===== config.mk =====
export PLATFORM = sky130hd
export DESIGN_NAME = hack_rom_loader
export DESIGN_NICKNAME = d
export VERILOG_FILES = /design/src/rtl/hack_rom_loader_pkg.sv /design/src/rtl/hack_rom_loader.sv
export SDC_FILE = /design/constraint.sdc
export NUM_CORES = 1
export LEC_CHECK = 0
export CORE_MARGIN = 3
export CORE_UTILIZATION = 35
export CTS_CLUSTER_DIAMETER = 80
export DETAILED_ROUTE_END_ITERATION = 10
export PLACE_DENSITY = 0.64
export SYNTH_ARGS = -nofsm -noshare
export SYNTH_HDL_FRONTEND = slang
export SYNTH_SLANG_ARGS = --single-unit

===== constraint.sdc =====
create_clock -name clock_i -period 2.7 [get_ports clock_i]
set_clock_uncertainty 0.15 [all_clocks]
set_input_delay 0.54 -clock clock_i [delete_from_list [all_inputs] [get_ports clock_i]]
set_output_delay 0.54 -clock clock_i [all_outputs]
set_load 0.01 [all_outputs]

===== src/rtl/hack_rom_loader_pkg.sv =====
// rtl/hack_rom_loader_pkg.sv - shared widths and FSM encoding for the Hack ROM boot loader
package hack_rom_loader_pkg;

    localparam int ROM_ADDR_W  = 15;
    localparam int HACK_WORD_W = 16;

    typedef enum logic [2:0] {
        ST_INIT   = 3'd0,
        ST_LEN_HI = 3'd1,
        ST_LEN_LO = 3'd2,
        ST_DAT_HI = 3'd3,
        ST_DAT_LO = 3'd4,
        ST_CSUM   = 3'd5,
        ST_DONE   = 3'd6,
        ST_ERR    = 3'd7
    } state_e;

    function automatic logic is_rx_state(input state_e s);
        return (s == ST_LEN_HI) || (s == ST_LEN_LO) || (s == ST_DAT_HI) ||
               (s == ST_DAT_LO) || (s == ST_CSUM);
    endfunction

endpackage


===== src/rtl/hack_rom_loader.sv =====
// rtl/hack_rom_loader.sv - byte-stream boot loader writing the Hack instruction ROM
module hack_rom_loader
    import hack_rom_loader_pkg::*;
#(
    parameter int ADDR_W    = ROM_ADDR_W,
    parameter int MAX_WORDS = 32768
) (
    input  logic                   clock_i,
    input  logic                   reset_ni,
    input  logic [7:0]             rx_data_i,
    input  logic                   rx_valid_i,
    output logic                   rx_ready_o,
    input  logic                   start_i,
    output logic                   rom_we_o,
    output logic [ADDR_W-1:0]      rom_addr_o,
    output logic [HACK_WORD_W-1:0] rom_wdata_o,
    output logic                   cpu_reset_o,
    output logic                   done_o,
    output logic                   error_o
);

    localparam logic [16:0] MAX_LEN = 17'(MAX_WORDS);

    state_e                   state_q, state_d;
    logic [15:0]              len_q, len_d;
    logic [15:0]              cnt_q, cnt_d;
    logic [7:0]               sum_q, sum_d;
    logic [7:0]               hi_q, hi_d;
    logic                     rom_we_q, rom_we_d;
    logic [ADDR_W-1:0]        rom_addr_q, rom_addr_d;
    logic [HACK_WORD_W-1:0]   rom_wdata_q, rom_wdata_d;
    logic                     rx_ready_q, cpu_reset_q, done_q, error_q;

    logic                     accept;
    logic [7:0]               byte_sum;
    logic [15:0]              pair_word;
    logic [15:0]              cnt_inc;

    assign accept    = rx_valid_i & rx_ready_q;
    assign byte_sum  = sum_q + rx_data_i;
    assign pair_word = {hi_q, rx_data_i};
    assign cnt_inc   = cnt_q + 16'd1;

    always_comb begin
        state_d     = state_q;
        len_d       = len_q;
        cnt_d       = cnt_q;
        sum_d       = sum_q;
        hi_d        = hi_q;
        rom_we_d    = 1'b0;
        rom_addr_d  = rom_addr_q;
        rom_wdata_d = rom_wdata_q;

        // Address advances in the cycle the write strobe is visible, so the strobe sees the old address.
        if (rom_we_q) begin
            rom_addr_d = rom_addr_q + ADDR_W'(1);
        end

        case (state_q)
            ST_INIT: state_d = ST_LEN_HI;
            ST_LEN_HI: begin
                if (accept) begin
                    hi_d    = rx_data_i;
                    sum_d   = byte_sum;
                    state_d = ST_LEN_LO;
                end
            end
            ST_LEN_LO: begin
                if (accept) begin
                    sum_d = byte_sum;
                    len_d = pair_word;
                    cnt_d = 16'd0;
                    if ({1'b0, pair_word} > MAX_LEN) begin
                        state_d = ST_ERR;
                    end else if (pair_word == 16'd0) begin
                        state_d = ST_CSUM;
                    end else begin
                        state_d = ST_DAT_HI;
                    end
                end
            end
            ST_DAT_HI: begin
                if (accept) begin
                    hi_d    = rx_data_i;
                    sum_d   = byte_sum;
                    state_d = ST_DAT_LO;
                end
            end
            ST_DAT_LO: begin
                if (accept) begin
                    sum_d       = byte_sum;
                    rom_we_d    = 1'b1;
                    rom_wdata_d = pair_word;
                    cnt_d       = cnt_inc;
                    state_d     = (cnt_inc == len_q) ? ST_CSUM : ST_DAT_HI;
                end
            end
            ST_CSUM: begin
                if (accept) begin
                    sum_d   = byte_sum;
                    state_d = (byte_sum == 8'h00) ? ST_DONE : ST_ERR;
                end
            end
            ST_DONE, ST_ERR: begin
                if (start_i) begin
                    state_d    = ST_LEN_HI;
                    rom_addr_d = '0;
                    sum_d      = 8'h00;
                    cnt_d      = 16'd0;
                end
            end
            default: state_d = ST_INIT;
        endcase
    end

    always_ff @(posedge clock_i or negedge reset_ni) begin
        if (!reset_ni) begin
            state_q     <= ST_INIT;
            len_q       <= 16'd0;
            cnt_q       <= 16'd0;
            sum_q       <= 8'h00;
            hi_q        <= 8'h00;
            rom_we_q    <= 1'b0;
            rom_addr_q  <= '0;
            rom_wdata_q <= '0;
            rx_ready_q  <= 1'b0;
            cpu_reset_q <= 1'b1;
            done_q      <= 1'b0;
            error_q     <= 1'b0;
        end else begin
            state_q     <= state_d;
            len_q       <= len_d;
            cnt_q       <= cnt_d;
            sum_q       <= sum_d;
            hi_q        <= hi_d;
            rom_we_q    <= rom_we_d;
            rom_addr_q  <= rom_addr_d;
            rom_wdata_q <= rom_wdata_d;
            // Status flags are decoded from the next state so they stay registered yet track the FSM.
            rx_ready_q  <= is_rx_state(state_d);
            cpu_reset_q <= (state_d != ST_DONE);
            done_q      <= (state_d == ST_DONE);
            error_q     <= (state_d == ST_ERR);
        end
    end

    assign rx_ready_o  = rx_ready_q;
    assign rom_we_o    = rom_we_q;
    assign rom_addr_o  = rom_addr_q;
    assign rom_wdata_o = rom_wdata_q;
    assign cpu_reset_o = cpu_reset_q;
    assign done_o      = done_q;
    assign error_o     = error_q;

endmodule

==> results.toml <==
[worst_setup_path]
reg2reg_to = "state_q[1]"
cp_slowest_cell = "clkdlybuf4s50_1"
cp-end-kind = "flip-flop"
r2r_cells = 8
r2r_setup_slack_ps = 120
critical_path.cell_chain = "clkdlybuf4s50_1 -> ha_1 -> a211oi_2 -> nor2_1 -> buf_4 -> o22ai_1 -> xnor2_1 -> a31oi_4 -> or2_4"
slowest_delay_ps = 490
timing.rr.start = "cnt_q[1]"
setup.worst_path.start = "rx_data_i[1]"
cp.required_ps = 2810
path_class = "input pin to flip-flop"
start_kind = "input pin"
endpoint = "cpu_reset_o"
crit_fanout = 4
cp_data_arrival_time_ps = 2770

[yosys]
synthArstFlopShare = 1.00
synth_fp_nets = 500
synth_edf_count = 0
synth-main-ff-cell = "dfrtp_1"
ys_seq_area_frac = 0.467
yosys_warnings = 0
syn_inst = 478
synth_seq_cells = 87
synth.distinct_cells = 57
syn_avg_cell_area_um2 = 9.75
synth_area_um2 = 4660

[sta]
drv_slew = 0
period_share = 0.984
fin_hold_ws_ps = 319
tightest_slew_ps = 591
fin_crit_ps = 2660
hold_viol = 0
max_freq_ghz = 0.377
setup_viol = 0
slew_headroom = 0.602

[power]
p_seq_frac = 0.363
power_switching_uw = 2100
p_leak_uw = 0.00264
combPwrFrac = 0.410
intPower_uw = 3930
ir_worst_vdd_v = 0.000475
pwr-share-clk = 0.227
pwr_density_cell_nw_per_um2 = 1010
netSwitchingFraction = 0.348

[routing]
ant_nets = 0
drt_wl_total_mm = 11.9
wl_per_cell_um = 16.3
drtIter0Drc = 309
drc = 0
num_vias = 3897
vias_per_cell = 5.33
dr.pass1.iters = 5

[global_routing]
grt_pass1_wl_mm = 18.8
antenna_found_initial = 0
grt_pass1_vias = 3749
grtUsageTotal = 0.159
grt_max_degree = 66
gr-total-overflow = 0

[flow_run]
maxCapViolCount = 0

[placement]
dp_cells = 712
dp_hpwl_mm = 8.50
routabilityCongestion = 0.870
io_buffer_count = 47

[clocking]
clock-sinks = 87
cts_made_buffers = 9
clkTransAtPathRegs_ps = 60
clk_path_buf_depth = 2
cts-root-buf = "clkbuf_16"
htreeDepth = 3
clock_latency_ps = 330
cts_tree = "done"

[final_layout]
antenna_cells = 0
final_cells = 731
drive_gt1_frac = 0.193
nets = 576
area_growth_pct = 28.2

[floorplan]
die_area_um2 = 14700
start_util = 0.364
rows = 41
floorplan.core_area_um2 = 12800
die_h_um = 121
die_w_um = 121
ios = 48

[outcome]
status = "completed"

[worst_hold_path]
hold_class = "flip-flop to flip-flop"
## worst min path at each step
stage | start | to | slack [ps] | cells after the start
final | rom_wdata_o[9] | rom_wdata_o[9] | 320 | 2
after global routing | rom_wdata_o[2] | rom_wdata_o[2] | 350 | 2
after CTS | rom_wdata_o[13] | rom_wdata_o[13] | 330 | 2
after detailed placement | reset_ni | rom_wdata_o[13] | 310 | 1
after global placement | reset_ni | rom_wdata_o[13] | 310 | 1
after floorplan | reset_ni | cnt_q[0] | 90 | 0
## cell type report
type / instances / area, um2
multi-input cells: 356 / 2390
clock inverters: 4 / 76.3
fillers: 1199 / 6850
inverters: 10 / 37.5
flip-flops and latches: 87 / 2180
repair buffers: 90 / 821
well taps: 172 / 215
clock buffers: 12 / 256
## cells in the mapped netlist (all sizes together) (4+ instances only)
cell | count | area share
and4 | 5 | 0.0097
nor3 | 10 | 0.011
a22o | 7 | 0.013
o21ai | 38 | 0.041
xor2 | 16 | 0.030
nand4 | 14 | 0.025
and3 | 7 | 0.0094
xnor2 | 17 | 0.032
a21oi | 13 | 0.014
nor2 | 33 | 0.027
buf | 8 | 0.015
dfrtp | 86 | 0.46
inv | 10 | 0.0081
or3 | 6 | 0.0081
or2 | 4 | 0.0054
nand2 | 81 | 0.065
nor4 | 8 | 0.015
mux2 | 25 | 0.060
a211oi | 5 | 0.0081
ha | 9 | 0.024
nand3 | 13 | 0.014
clkbuf | 17 | 0.014
## worst max-delay path: cells and delay by family
family          cells  cell delay [ps]
compound gates      3              640
xor+xnor            1              200
buf+inv             2              640
fa+ha+maj           1              370
simple gates        2              390
## metrics by stage
step	setup slack [ps]	util	total power, uW	setup TNS (ps)	cell area (um2)
global placement	-605	0.432	4400	-2250	5540
global route	-17.4	0.466	6380	-17.4	5980
detailed placement	-669	0.432	4480	-2610	5540
CTS	6.32	0.461	5920	0	5910
finish	44.1	0.466	6030	0	5980
floorplan	2.32	-	3490	0	4660
## what timing repair did
| item | 4_1_cts | 5_1_grt |
|---|---|---|
| pin swaps | 2 | 9 |
| endpoints found under the setup margin | 4 | 4 |
| hold buffers | 1 | 0 |
| resized for setup | 8 | 11 |
| endpoints found under the hold margin | 22 | 0 |
| setup buffers | 1 | 1 |
## cell families after synthesis
| kind of cell | after synthesis | synth area share |
|---|---|---|
| AND/OR/NAND/NOR | 193 | 0.209 |
| AO/OA/AOI/OAI | 92 | 0.127 |
| flip-flops | 87 | 0.467 |
| buffers and inverters | 35 | 0.0368 |
| XOR/XNOR | 34 | 0.0671 |
| multiplexers | 27 | 0.0647 |
| adder cells (fa/ha/maj) | 10 | 0.0284 |
## sequential cells by signal (all words and copies together), names as in the netlist
signal       cells
rom_addr_o      15
len_q           16
error_o          1
rom_we_o         1
done_o           1
state_q          3
cpu_reset_o      1
rx_ready_o       1
cnt_q           16
sum_q            8
rom_wdata_o     16
hi_q             8
## metal layers
metal	share of wire	global-route usage
met3	0.042	0.0200
met4	0.019	0.0560
met1	0.45	0.225
met2	0.49	0.252
met5	0	0
## placed cells by master (no fill, tap or decap), types with 4 or more instances in the layout
cell type        count
a21oi_1             13
or3_1                6
inv_1                9
xnor2_1             17
dfrtp_1             86
clkdlybuf4s50_1     45
nor3_1               9
and4_1               4
ha_1                 8
buf_4               41
nand3_1             13
nand4_1             12
a22o_1               7
xor2_1              16
and3_1               7
o21ai_0             38
nor4_1               5
nand2_1             81
clkbuf_16            9
mux2_2              25
nor2_1              32
## power groups by stage
stage | clock network, uW | registers [uW] | logic, uW
floorplan | 0 | 2100 | 1380
global placement | 0 | 2190 | 2220
detailed placement | 0 | 2190 | 2280
CTS | 1390 | 2180 | 2350
global route | 1440 | 2250 | 2690
finish | 1370 | 2180 | 2470
Power figures use the tool's default switching activity.
